File: config.mk
export PLATFORM = sky130hd
export DESIGN_NAME = line_sensor_proc
export DESIGN_NICKNAME = d
export VERILOG_FILES = /design/src/rtl/lfr_sensor_pkg.sv /design/src/rtl/line_hyst_cmp.sv /design/src/rtl/line_sensor_proc.sv
export SDC_FILE = /design/constraint.sdc
export NUM_CORES = 1
export LEC_CHECK = 0
export BUFFER_PORTS_ARGS = -buffer_cell sky130_fd_sc_hd__buf_2
export CAP_MARGIN = 10
export CORE_ASPECT_RATIO = 0.75
export CORE_MARGIN = 5
export CORE_UTILIZATION = 35
export DETAILED_ROUTE_END_ITERATION = 8
export SLEW_MARGIN = 10
export SYNTH_ARGS = -nofsm -noshare
export SYNTH_HDL_FRONTEND = slang
export SYNTH_HIERARCHICAL = 1
export SYNTH_SLANG_ARGS = --single-unit
File: constraint.sdc
create_clock -name clk_50 -period 2 [get_ports clk_50]
set_input_delay 0.2 -clock clk_50 [delete_from_list [all_inputs] [get_ports clk_50]]
set_output_delay 0.2 -clock clk_50 [all_outputs]
set_load 0.005 [all_outputs]
File: src/rtl/lfr_sensor_pkg.sv
// Shared types and constants for the line sensor processing chain.
// Optional LINE_INVERT_EN selects white-line-on-black thresholding.
package lfr_sensor_pkg;

    localparam int ADC_W = 12;
    localparam int ERR_W = 4;

    typedef enum logic [1:0] {
        S_IDLE,
        S_ACC,
        S_CLASS,
        S_OUT
    } state_t;

    typedef enum logic [1:0] {
        SGN_NONE,
        SGN_NEG,
        SGN_POS
    } sign_t;

    localparam logic signed [ERR_W-1:0] ERR_HARD_L   = ERR_W'(-2);
    localparam logic signed [ERR_W-1:0] ERR_SOFT_L   = ERR_W'(-1);
    localparam logic signed [ERR_W-1:0] ERR_CENTER   = ERR_W'(0);
    localparam logic signed [ERR_W-1:0] ERR_SOFT_R   = ERR_W'(1);
    localparam logic signed [ERR_W-1:0] ERR_HARD_R   = ERR_W'(2);
    localparam logic signed [ERR_W-1:0] ERR_LOST_MAG = ERR_W'(3);

endpackage

File: src/rtl/line_hyst_cmp.sv
// One sensor channel: block accumulator, average and hysteresis bit.
// LINE_INVERT_EN defined: the average is inverted before thresholding.
module line_hyst_cmp
    import lfr_sensor_pkg::*;
#(
    parameter int AVG_LOG2  = 2,
    parameter int THRESH_HI = 2400,
    parameter int THRESH_LO = 1800
) (
    input  logic             clk,
    input  logic             rst_n,
    input  logic             clr,
    input  logic             acc,
    input  logic             eval,
    input  logic [ADC_W-1:0] d_in,
    output logic             bit_q,
    output logic             bit_nxt
);

    localparam int SUM_W = ADC_W + AVG_LOG2;

    logic [SUM_W-1:0] sum;
    logic [SUM_W-1:0] avg;
    logic [SUM_W-1:0] lvl;

    always_ff @(posedge clk or negedge rst_n) begin
        if (!rst_n) begin
            sum <= '0;
        end else if (clr) begin
            sum <= '0;
        end else if (acc) begin
            sum <= sum + SUM_W'(d_in);
        end
    end

    assign avg = sum >> AVG_LOG2;

`ifdef LINE_INVERT_EN
    assign lvl = SUM_W'((1 << ADC_W) - 1) - avg;
`else
    assign lvl = avg;
`endif

    // Between the two thresholds the previous decision is kept.
    always_comb begin
        bit_nxt = bit_q;
        if (lvl >= SUM_W'(THRESH_HI)) begin
            bit_nxt = 1'b1;
        end else if (lvl <= SUM_W'(THRESH_LO)) begin
            bit_nxt = 1'b0;
        end
    end

    always_ff @(posedge clk or negedge rst_n) begin
        if (!rst_n) begin
            bit_q <= 1'b0;
        end else if (eval) begin
            bit_q <= bit_nxt;
        end
    end

endmodule

File: src/rtl/line_sensor_proc.sv
// Line sensor processor: sampling, averaging, steering error, lost/node.
// Build option LINE_INVERT_EN inverts channel levels (white line).
module line_sensor_proc
    import lfr_sensor_pkg::*;
#(
    parameter int SAMPLE_DIV = 50000,
    parameter int AVG_LOG2   = 2,
    parameter int THRESH_HI  = 2400,
    parameter int THRESH_LO  = 1800,
    parameter int LOST_LIMIT = 8
) (
    input  logic                    clk_50,
    input  logic                    rst_n,
    input  logic                    enable,
    input  logic [ADC_W-1:0]        d_in_left,
    input  logic [ADC_W-1:0]        d_in_center,
    input  logic [ADC_W-1:0]        d_in_right,
    output logic [2:0]              line_bits,
    output logic signed [ERR_W-1:0] line_err,
    output logic                    lost,
    output logic                    node_pulse,
    output logic                    err_valid
);

    localparam int CNT_W  = $clog2(SAMPLE_DIV);
    localparam int BLK_W  = (AVG_LOG2 > 0) ? AVG_LOG2 : 1;
    localparam int LOST_W = $clog2(LOST_LIMIT + 1);

    logic [CNT_W-1:0] tick_cnt;
    logic             tick;
    state_t           state;
    state_t           state_nxt;
    logic [BLK_W-1:0] blk_cnt;
    logic             blk_last;
    logic             acc;
    logic             eval;
    logic             clr;
    logic [2:0]       pat;
    logic             l_nxt;
    logic             c_nxt;
    logic             r_nxt;

    logic signed [ERR_W-1:0] err_nxt;
    sign_t                   sign_q;
    sign_t                   sign_nxt;
    logic                    sign_upd;
    logic [LOST_W-1:0]       lost_cnt;
    logic [LOST_W-1:0]       lost_cnt_nxt;

    assign tick = enable && (tick_cnt == CNT_W'(SAMPLE_DIV - 1));

    always_ff @(posedge clk_50 or negedge rst_n) begin
        if (!rst_n) begin
            tick_cnt <= '0;
        end else if (!enable || tick) begin
            tick_cnt <= '0;
        end else begin
            tick_cnt <= tick_cnt + 1'b1;
        end
    end

    always_ff @(posedge clk_50 or negedge rst_n) begin
        if (!rst_n) begin
            state <= S_IDLE;
        end else begin
            state <= state_nxt;
        end
    end

    assign blk_last = (blk_cnt == BLK_W'((1 << AVG_LOG2) - 1));

    always_comb begin
        state_nxt = state;
        if (!enable) begin
            state_nxt = S_IDLE;
        end else begin
            unique case (state)
                S_IDLE:  if (tick) state_nxt = S_ACC;
                S_ACC:   state_nxt = blk_last ? S_CLASS : S_IDLE;
                S_CLASS: state_nxt = S_OUT;
                S_OUT:   state_nxt = S_IDLE;
                default: state_nxt = S_IDLE;
            endcase
        end
    end

    always_comb begin
        acc  = enable && (state == S_ACC);
        eval = enable && (state == S_CLASS);
        clr  = !enable || (state == S_OUT);
    end

    always_ff @(posedge clk_50 or negedge rst_n) begin
        if (!rst_n) begin
            blk_cnt <= '0;
        end else if (clr) begin
            blk_cnt <= '0;
        end else if (acc && !blk_last) begin
            blk_cnt <= blk_cnt + 1'b1;
        end
    end

    line_hyst_cmp #(
        .AVG_LOG2 (AVG_LOG2),
        .THRESH_HI(THRESH_HI),
        .THRESH_LO(THRESH_LO)
    ) u_left (
        .clk    (clk_50),
        .rst_n  (rst_n),
        .clr    (clr),
        .acc    (acc),
        .eval   (eval),
        .d_in   (d_in_left),
        .bit_q  (line_bits[2]),
        .bit_nxt(l_nxt)
    );

    line_hyst_cmp #(
        .AVG_LOG2 (AVG_LOG2),
        .THRESH_HI(THRESH_HI),
        .THRESH_LO(THRESH_LO)
    ) u_center (
        .clk    (clk_50),
        .rst_n  (rst_n),
        .clr    (clr),
        .acc    (acc),
        .eval   (eval),
        .d_in   (d_in_center),
        .bit_q  (line_bits[1]),
        .bit_nxt(c_nxt)
    );

    line_hyst_cmp #(
        .AVG_LOG2 (AVG_LOG2),
        .THRESH_HI(THRESH_HI),
        .THRESH_LO(THRESH_LO)
    ) u_right (
        .clk    (clk_50),
        .rst_n  (rst_n),
        .clr    (clr),
        .acc    (acc),
        .eval   (eval),
        .d_in   (d_in_right),
        .bit_q  (line_bits[0]),
        .bit_nxt(r_nxt)
    );

    assign pat = {l_nxt, c_nxt, r_nxt};

    // All-clear steers hard toward the side the line was last seen on.
    always_comb begin
        err_nxt  = line_err;
        sign_nxt = sign_q;
        sign_upd = 1'b0;
        unique case (pat)
            3'b010: err_nxt = ERR_CENTER;
            3'b111: err_nxt = ERR_CENTER;
            3'b101: err_nxt = line_err;
            3'b110: begin
                err_nxt  = ERR_SOFT_L;
                sign_nxt = SGN_NEG;
                sign_upd = 1'b1;
            end
            3'b100: begin
                err_nxt  = ERR_HARD_L;
                sign_nxt = SGN_NEG;
                sign_upd = 1'b1;
            end
            3'b011: begin
                err_nxt  = ERR_SOFT_R;
                sign_nxt = SGN_POS;
                sign_upd = 1'b1;
            end
            3'b001: begin
                err_nxt  = ERR_HARD_R;
                sign_nxt = SGN_POS;
                sign_upd = 1'b1;
            end
            3'b000: begin
                if (sign_q == SGN_NEG) begin
                    err_nxt = -ERR_LOST_MAG;
                end else if (sign_q == SGN_POS) begin
                    err_nxt = ERR_LOST_MAG;
                end else begin
                    err_nxt = ERR_CENTER;
                end
            end
            default: err_nxt = line_err;
        endcase
    end

    always_comb begin
        lost_cnt_nxt = '0;
        if (pat == 3'b000) begin
            if (lost_cnt == LOST_W'(LOST_LIMIT)) begin
                lost_cnt_nxt = lost_cnt;
            end else begin
                lost_cnt_nxt = lost_cnt + 1'b1;
            end
        end
    end

    always_ff @(posedge clk_50 or negedge rst_n) begin
        if (!rst_n) begin
            line_err   <= '0;
            sign_q     <= SGN_NONE;
            lost_cnt   <= '0;
            lost       <= 1'b0;
            node_pulse <= 1'b0;
            err_valid  <= 1'b0;
        end else begin
            err_valid  <= eval;
            node_pulse <= eval && (pat == 3'b111) && (line_bits != 3'b111);
            if (eval) begin
                line_err <= err_nxt;
                lost_cnt <= lost_cnt_nxt;
                lost     <= (lost_cnt_nxt == LOST_W'(LOST_LIMIT));
                if (sign_upd) begin
                    sign_q <= sign_nxt;
                end
            end
        end
    end

endmodule

# Word level (Yosys, flattened, before mapping)
# Index checks and enable logic that the tools add are counted.
[classes]
eq_ne = 18
n_addsub = 6
bitwise_logic = 1
reduce_logical = 21
mux = 26
order_cmp = 6
[ops]
columns = ["operator", "count"]
rows = [
  ["$mux 14", 6],
  ["$add 14x12->14", 3],
  ["$ge 12x12->1 const B", 3],
  ["$le 12x11->1 const B", 3],
  ["$pmux 4 s6", 1],
  ["$add 16x1->16 const B", 1],
  ["$eq 16x16->1 const B", 1],
  ["$mux 16", 1],
  ["$eq 3x3->1 const B", 4],
  ["$mux 2", 6],
  ["$mux 4", 3],
  ["$eq 2x2->1 const B", 4],
  ["$eq 4x4->1 const B", 2],
  ["$pmux 2 s4", 1],
  ["$mux 1", 7],
  ["$eq 3x2->1 const B", 2],
  ["$logic_and 1x1->1", 6],
  ["$ne 3x3->1 const B", 2],
  ["$reduce_bool 2->1", 3],
  ["$reduce_or 2->1", 3],
  ["$add 4x1->4 const B", 1],
  ["$eq 2x1->1 const B", 2],
  ["$pmux 2 s2", 1],
  ["$reduce_or 4->1", 1],
  ["9 further kinds", 11],
]
[word_totals]
word_cells = 93
ff_bits = 78

# Logic depth before layout (Yosys ltp)
[depth]
depth_word = 7
depth_mapped = 9
depth_no_buf = 8

# Cells and area by module
# The synthesis kept the hierarchy.
[by_module_without_submodules]
columns = ["module", "area_each_um2", "seq_area_each_um2", "cells_per_inst", "n_inst"]
rows = [
  ["line_hyst_cmp at u_center ...", 1313.8, 375.4, 152, 2],
  ["line_sensor_proc", 1780.5, 800.8, 183, 1],
  ["line_hyst_cmp at u_left", 1292.5, 375.4, 151, 1],
]

# Worst setup path before layout
# Ideal clock, no wire load.
[synth_timing]
path_type = "reg-to-reg"
from = "reg u_left.sum[0]"
to = "reg u_left.sum[10]"
period_less_slack_ps = 1956
required_time_ps = 1931
arrival_time_ps = 1886
stages_incl_launch_ff = 9
setup_ps = 69
setup_slack_ps = 44
path_cell_list = "dfrtp_1 -> ha_1 -> inv_1 -> fa_1 -> nor2b_4 -> o31a_1 -> o21a_1 -> or4b_1 -> nand3_1"
[synth_between]
elab_chain_len = 3
[synth_rtl]
columns = ["element", "line", "rtl"]
rows = [
  ["start, declared", "line_hyst_cmp.sv:22", "logic [SUM_W-1:0] sum;"],
  ["start signal, assigned", "line_hyst_cmp.sv:32", "sum <= sum + SUM_W'(d_in);"],
  ["$add 14x12->14", "line_hyst_cmp.sv:32", ""],
  ["$mux 14", "line_hyst_cmp.sv:31", "end else if (acc) begin"],
  ["$mux 14", "line_hyst_cmp.sv:29", "end else if (clr) begin"],
]
# Every way passes these cells. The select of a mux whose other input is x is not followed.
# A chain may end at the register's enable or synchronous reset.

# Worst setup path in the final report
# Ends and elaborated chain as after synthesis.

==> results.yml <==
outcome:
  run_status: "finished, violations left"
  violations: "setup timing"
finish:
  nFillCells: 1523
  layout-drive-gt1-share_pct: 31.8
  multiInputGateArea_um2: 3780
  syn_to_final_growth_pct: 27.5
  nNetsFinal: 847
  antenna_cells: 0
  finish.instance_area_um2: 7270
  fin_util_pct: 45.4
  sequential_cell_area_um2: 1930
logic_synthesis:
  yosys.cell_types.count: 78
  syn-mean-instance-area_um2: 8.93
  post-synth-top-area-fraction_pct: 33.8
  mappedNetlistNets: 722
  most_frequent_cell_after_synthesis: "sky130_fd_sc_hd__dfrtp_1"
  synth-seq-cells: 77
  synthAdderAreaFrac_pct: 10.3
  postSynth.topFlopCell: "sky130_fd_sc_hd__dfrtp_1"
  synth.area.mux_share_pct: 3.29
  synth_xor_xnor_area_share_pct: 3.23
  synth_enable_flop_cells: 0
  post_synth_main_area_contributors: "sky130_fd_sc_hd__dfrtp_1 34%, sky130_fd_sc_hd__ha_1 9.2%, sky130_fd_sc_hd__a21oi_1 4.2%"
  warning_count_from_the_yosys_run: 6
  compound_cell_area_share_of_the_yosys_netlist_pct: 22.4
  synth.yosys.seq_area_share_pct: 33.8
  synth_common_cells: "77 x sky130_fd_sc_hd__dfrtp_1, 57 x sky130_fd_sc_hd__nor2_1, 51 x sky130_fd_sc_hd__nand2_1"
  netlist_instances: 638
  yosys.area_share.simple_pct: 23.0
  synth_top_family_by_area: "simple AND/OR/NAND/NOR gates"
  post_syn_area_um2: 5700
  synth_top_area_cell: "sky130_fd_sc_hd__dfrtp_1"
  async_set_reset_flop_share_out_of_synthesis_pct: 100
global_routing:
  gr-max-usage-layer: "met2"
  grt_pass1_vias: 5157
  globalRouteOverflowTotal: 0
  use_met3_pct: 3.69
  grtUsageMet1_pct: 23.3
  grt_first_pass_wirelength_mm: 25.2
  gr_met2_demand_resource_pct: 24.7
  grt_antenna_before_repair: 0
  grt_start_max_net_pins: 54
  grt_usage_pct: 16.3
setup_path:
  worstSetupEndpointType: "register"
  arrival_ns: 2.32
  critical_path_peak_fanout: 4
  cp-start-kind: "register"
  worst-setup-path-type: "register to register"
  critPathRequiredTime_ns: 2.27
timing:
  finalSetupViolCount: 6
  grt_setup_unrepaired: "yes"
  fin_crit_ns: 2.05
  totalNegativeSetupSlack_ns: -0.166
  timing.clock.skew_ns: 0.00585
  number_of_max_slew_violations_in_the_final_report: 0
  timing.final.hold_violations: 0
  maxSlewHeadroom_pct: 72.0
  period_share_pct: 103
  fmaxAchievable_ghz: 0.487
  max_slew.worst_pin.slew_ns: 0.416
  worst_setup_slack_final_ns: -0.0514
clocking:
  ctsRootBufferMaster: "sky130_fd_sc_hd__clkbuf_16"
  clock-sinks: 77
  clock_path_buffers: 2
  h-tree-depth: 3
  numCtsBuffers: 9
  clk-insertion-delay-late_ns: 0.34
  cts_tree: "yes"
  cts.clk_slew.worst_paths_ns: 0.06
placement:
  pre_cts_worst_setup_slack_ns: -0.221
  postPlaceCellArea_um2: 6640
  place_congestion: 0.896
  port_buffers: 48
  detailedPlacementHpwl_mm: 11.5
routing:
  drt_pre_antenna_iters: 5
  totalWireLength_mm: 15.4
  routed_wire_length_per_instance_um: 15.8
  route.vias.total: 5254
  drc_errors_left: 0
  detail_route.iter0.violations: 319
  detail_route.vias_per_cell: 5.37
  detail-route-antenna-nets: 0
floorplanning:
  area_of_the_die_um2: 19000
  fp.dieH_um: 121
  core_area_um2: 16000
  die_width_um: 157
  core_rows: 40
  initial_core_util_pct: 35.6
  boundaryPins: 49
pwr:
  power_density_over_cell_area_nw_per_um2: 469
  vdd_drop_max_mv: 0.324
  fin_total_pwr_mw: 3.41
  lkg_pwr_nw: 3.29
worst_hold_path:
  worstHoldPathType: "input pin to register"
run:
  max_cap_violations: 0
[layout make-up]
| type | count | share of cell area, % |
|---|---|---|
| Multi-Input combinational cell | 511 | 52.0 |
| Clock inverter | 5 | 0.344 |
| Inverter | 29 | 1.50 |
| Clock buffer | 11 | 3.48 |
| Tap cell | 210 | 3.61 |
| Sequential cell | 77 | 26.5 |
| Timing Repair Buffer | 135 | 12.5 |
[metal layers]
layer	share of wire, %	vias up
met3	4.7	20
met2	45	130
met1	49	2499
met5	0	-
met4	1.6	0
li1	-	2605
[cell usage in the layout, fill, tap and decap left out, types with 5 or more instances in the layout]
cell type	Yosys	final
sky130_fd_sc_hd__clkinv_2	0	5
sky130_fd_sc_hd__mux2_2	6	6
sky130_fd_sc_hd__nand2_1	51	48
sky130_fd_sc_hd__ha_2	0	8
sky130_fd_sc_hd__xnor2_1	18	18
sky130_fd_sc_hd__inv_1	26	23
sky130_fd_sc_hd__a21oi_1	48	39
sky130_fd_sc_hd__mux2i_1	9	9
sky130_fd_sc_hd__or3_1	5	5
sky130_fd_sc_hd__buf_2	6	47
sky130_fd_sc_hd__o21ai_0	29	21
sky130_fd_sc_hd__buf_4	3	86
sky130_fd_sc_hd__nand3_1	26	24
sky130_fd_sc_hd__ha_4	0	5
sky130_fd_sc_hd__a211oi_2	2	6
sky130_fd_sc_hd__a211oi_1	12	8
sky130_fd_sc_hd__o21a_1	14	14
sky130_fd_sc_hd__nand3b_1	6	6
sky130_fd_sc_hd__a21o_1	15	15
sky130_fd_sc_hd__clkbuf_16	0	9
sky130_fd_sc_hd__a21oi_2	3	10
sky130_fd_sc_hd__nor2b_1	15	13
sky130_fd_sc_hd__ha_1	42	29
sky130_fd_sc_hd__o21ai_1	3	8
sky130_fd_sc_hd__nand4_1	15	15
sky130_fd_sc_hd__nand2b_1	5	5
sky130_fd_sc_hd__dfrtp_1	77	77
sky130_fd_sc_hd__nor2_1	57	56
sky130_fd_sc_hd__nor3_1	25	25
[cells by family (layout without fill, tap and decap cells)]
logic type	count (synthesis)	in the layout
adder cells (fa/ha/maj)	45	45
multiplexers	17	17
AO/OA/AOI/OAI	182	182
flip-flops	77	77
AND/OR/NAND/NOR	246	246
XOR/XNOR	21	21
buffers and inverters	50	180
[flip-flops by register name, indices dropped and copies added (netlist names)]
register,flops
blk_cnt,2
err_valid,1
line_err,3
lost,1
lost_cnt,4
node_pulse,1
sign_q,2
state,2
tick_cnt,16
u_center/bit_q,1
u_center/sum,14
u_left/bit_q,1
u_left/sum,14
u_right/bit_q,1
u_right/sum,14
[worst max-delay path, cell delays in order, from the launching register on]
cell and delay [ns]:
sky130_fd_sc_hd__dfrtp_1 0.39, sky130_fd_sc_hd__ha_2 0.19, sky130_fd_sc_hd__inv_2 0.06, sky130_fd_sc_hd__fa_2 0.23, sky130_fd_sc_hd__nor2b_4 0.05, sky130_fd_sc_hd__o31a_1 0.25, sky130_fd_sc_hd__o21a_1 0.22, sky130_fd_sc_hd__or4b_1 0.51
sky130_fd_sc_hd__nand3_1 0.09
[repair_timing]
action,4_1_cts,5_1_grt
buffers inserted,6,8
hold endpoints to repair,24,0
hold buffers,1,0
pin swaps,18,23
endpoints found under the setup margin,24,34
resized for setup,32,31
[stage by stage]
step	std cells	hold slack, ns
after detailed placement	947	0.150
after CTS	970	0.239
after global placement	947	0.147
final	978	0.264
after global routing	978	0.286
after floorplan	638	-0.0956
[report_power, final]
part	internal (mW)	switching (mW)	total (mW)
clock	0.896	0.635	1.53
sequential	1.56	0.00766	1.57
combinational	0.127	0.182	0.309
total	2.59	0.824	3.41
[path summary, 6_finish.rpt]
check | from | to | slack [ns] | cells after the start
min | d_in_right[0] | u_right/sum[0] | 0.26 | 4
max reg2reg | u_left/sum[0] | u_left/sum[10] | -0.05 | 8
min reg2reg | lost | lost | 0.50 | 2
max in group asynchronous | rst_n | u_left/sum[3] | 1.07 | 3
min in group asynchronous | rst_n | u_center/sum[5] | 0.32 | 2
max | u_left/sum[0] | u_left/sum[10] | -0.05 | 8
(Power assumes the default switching activity.)
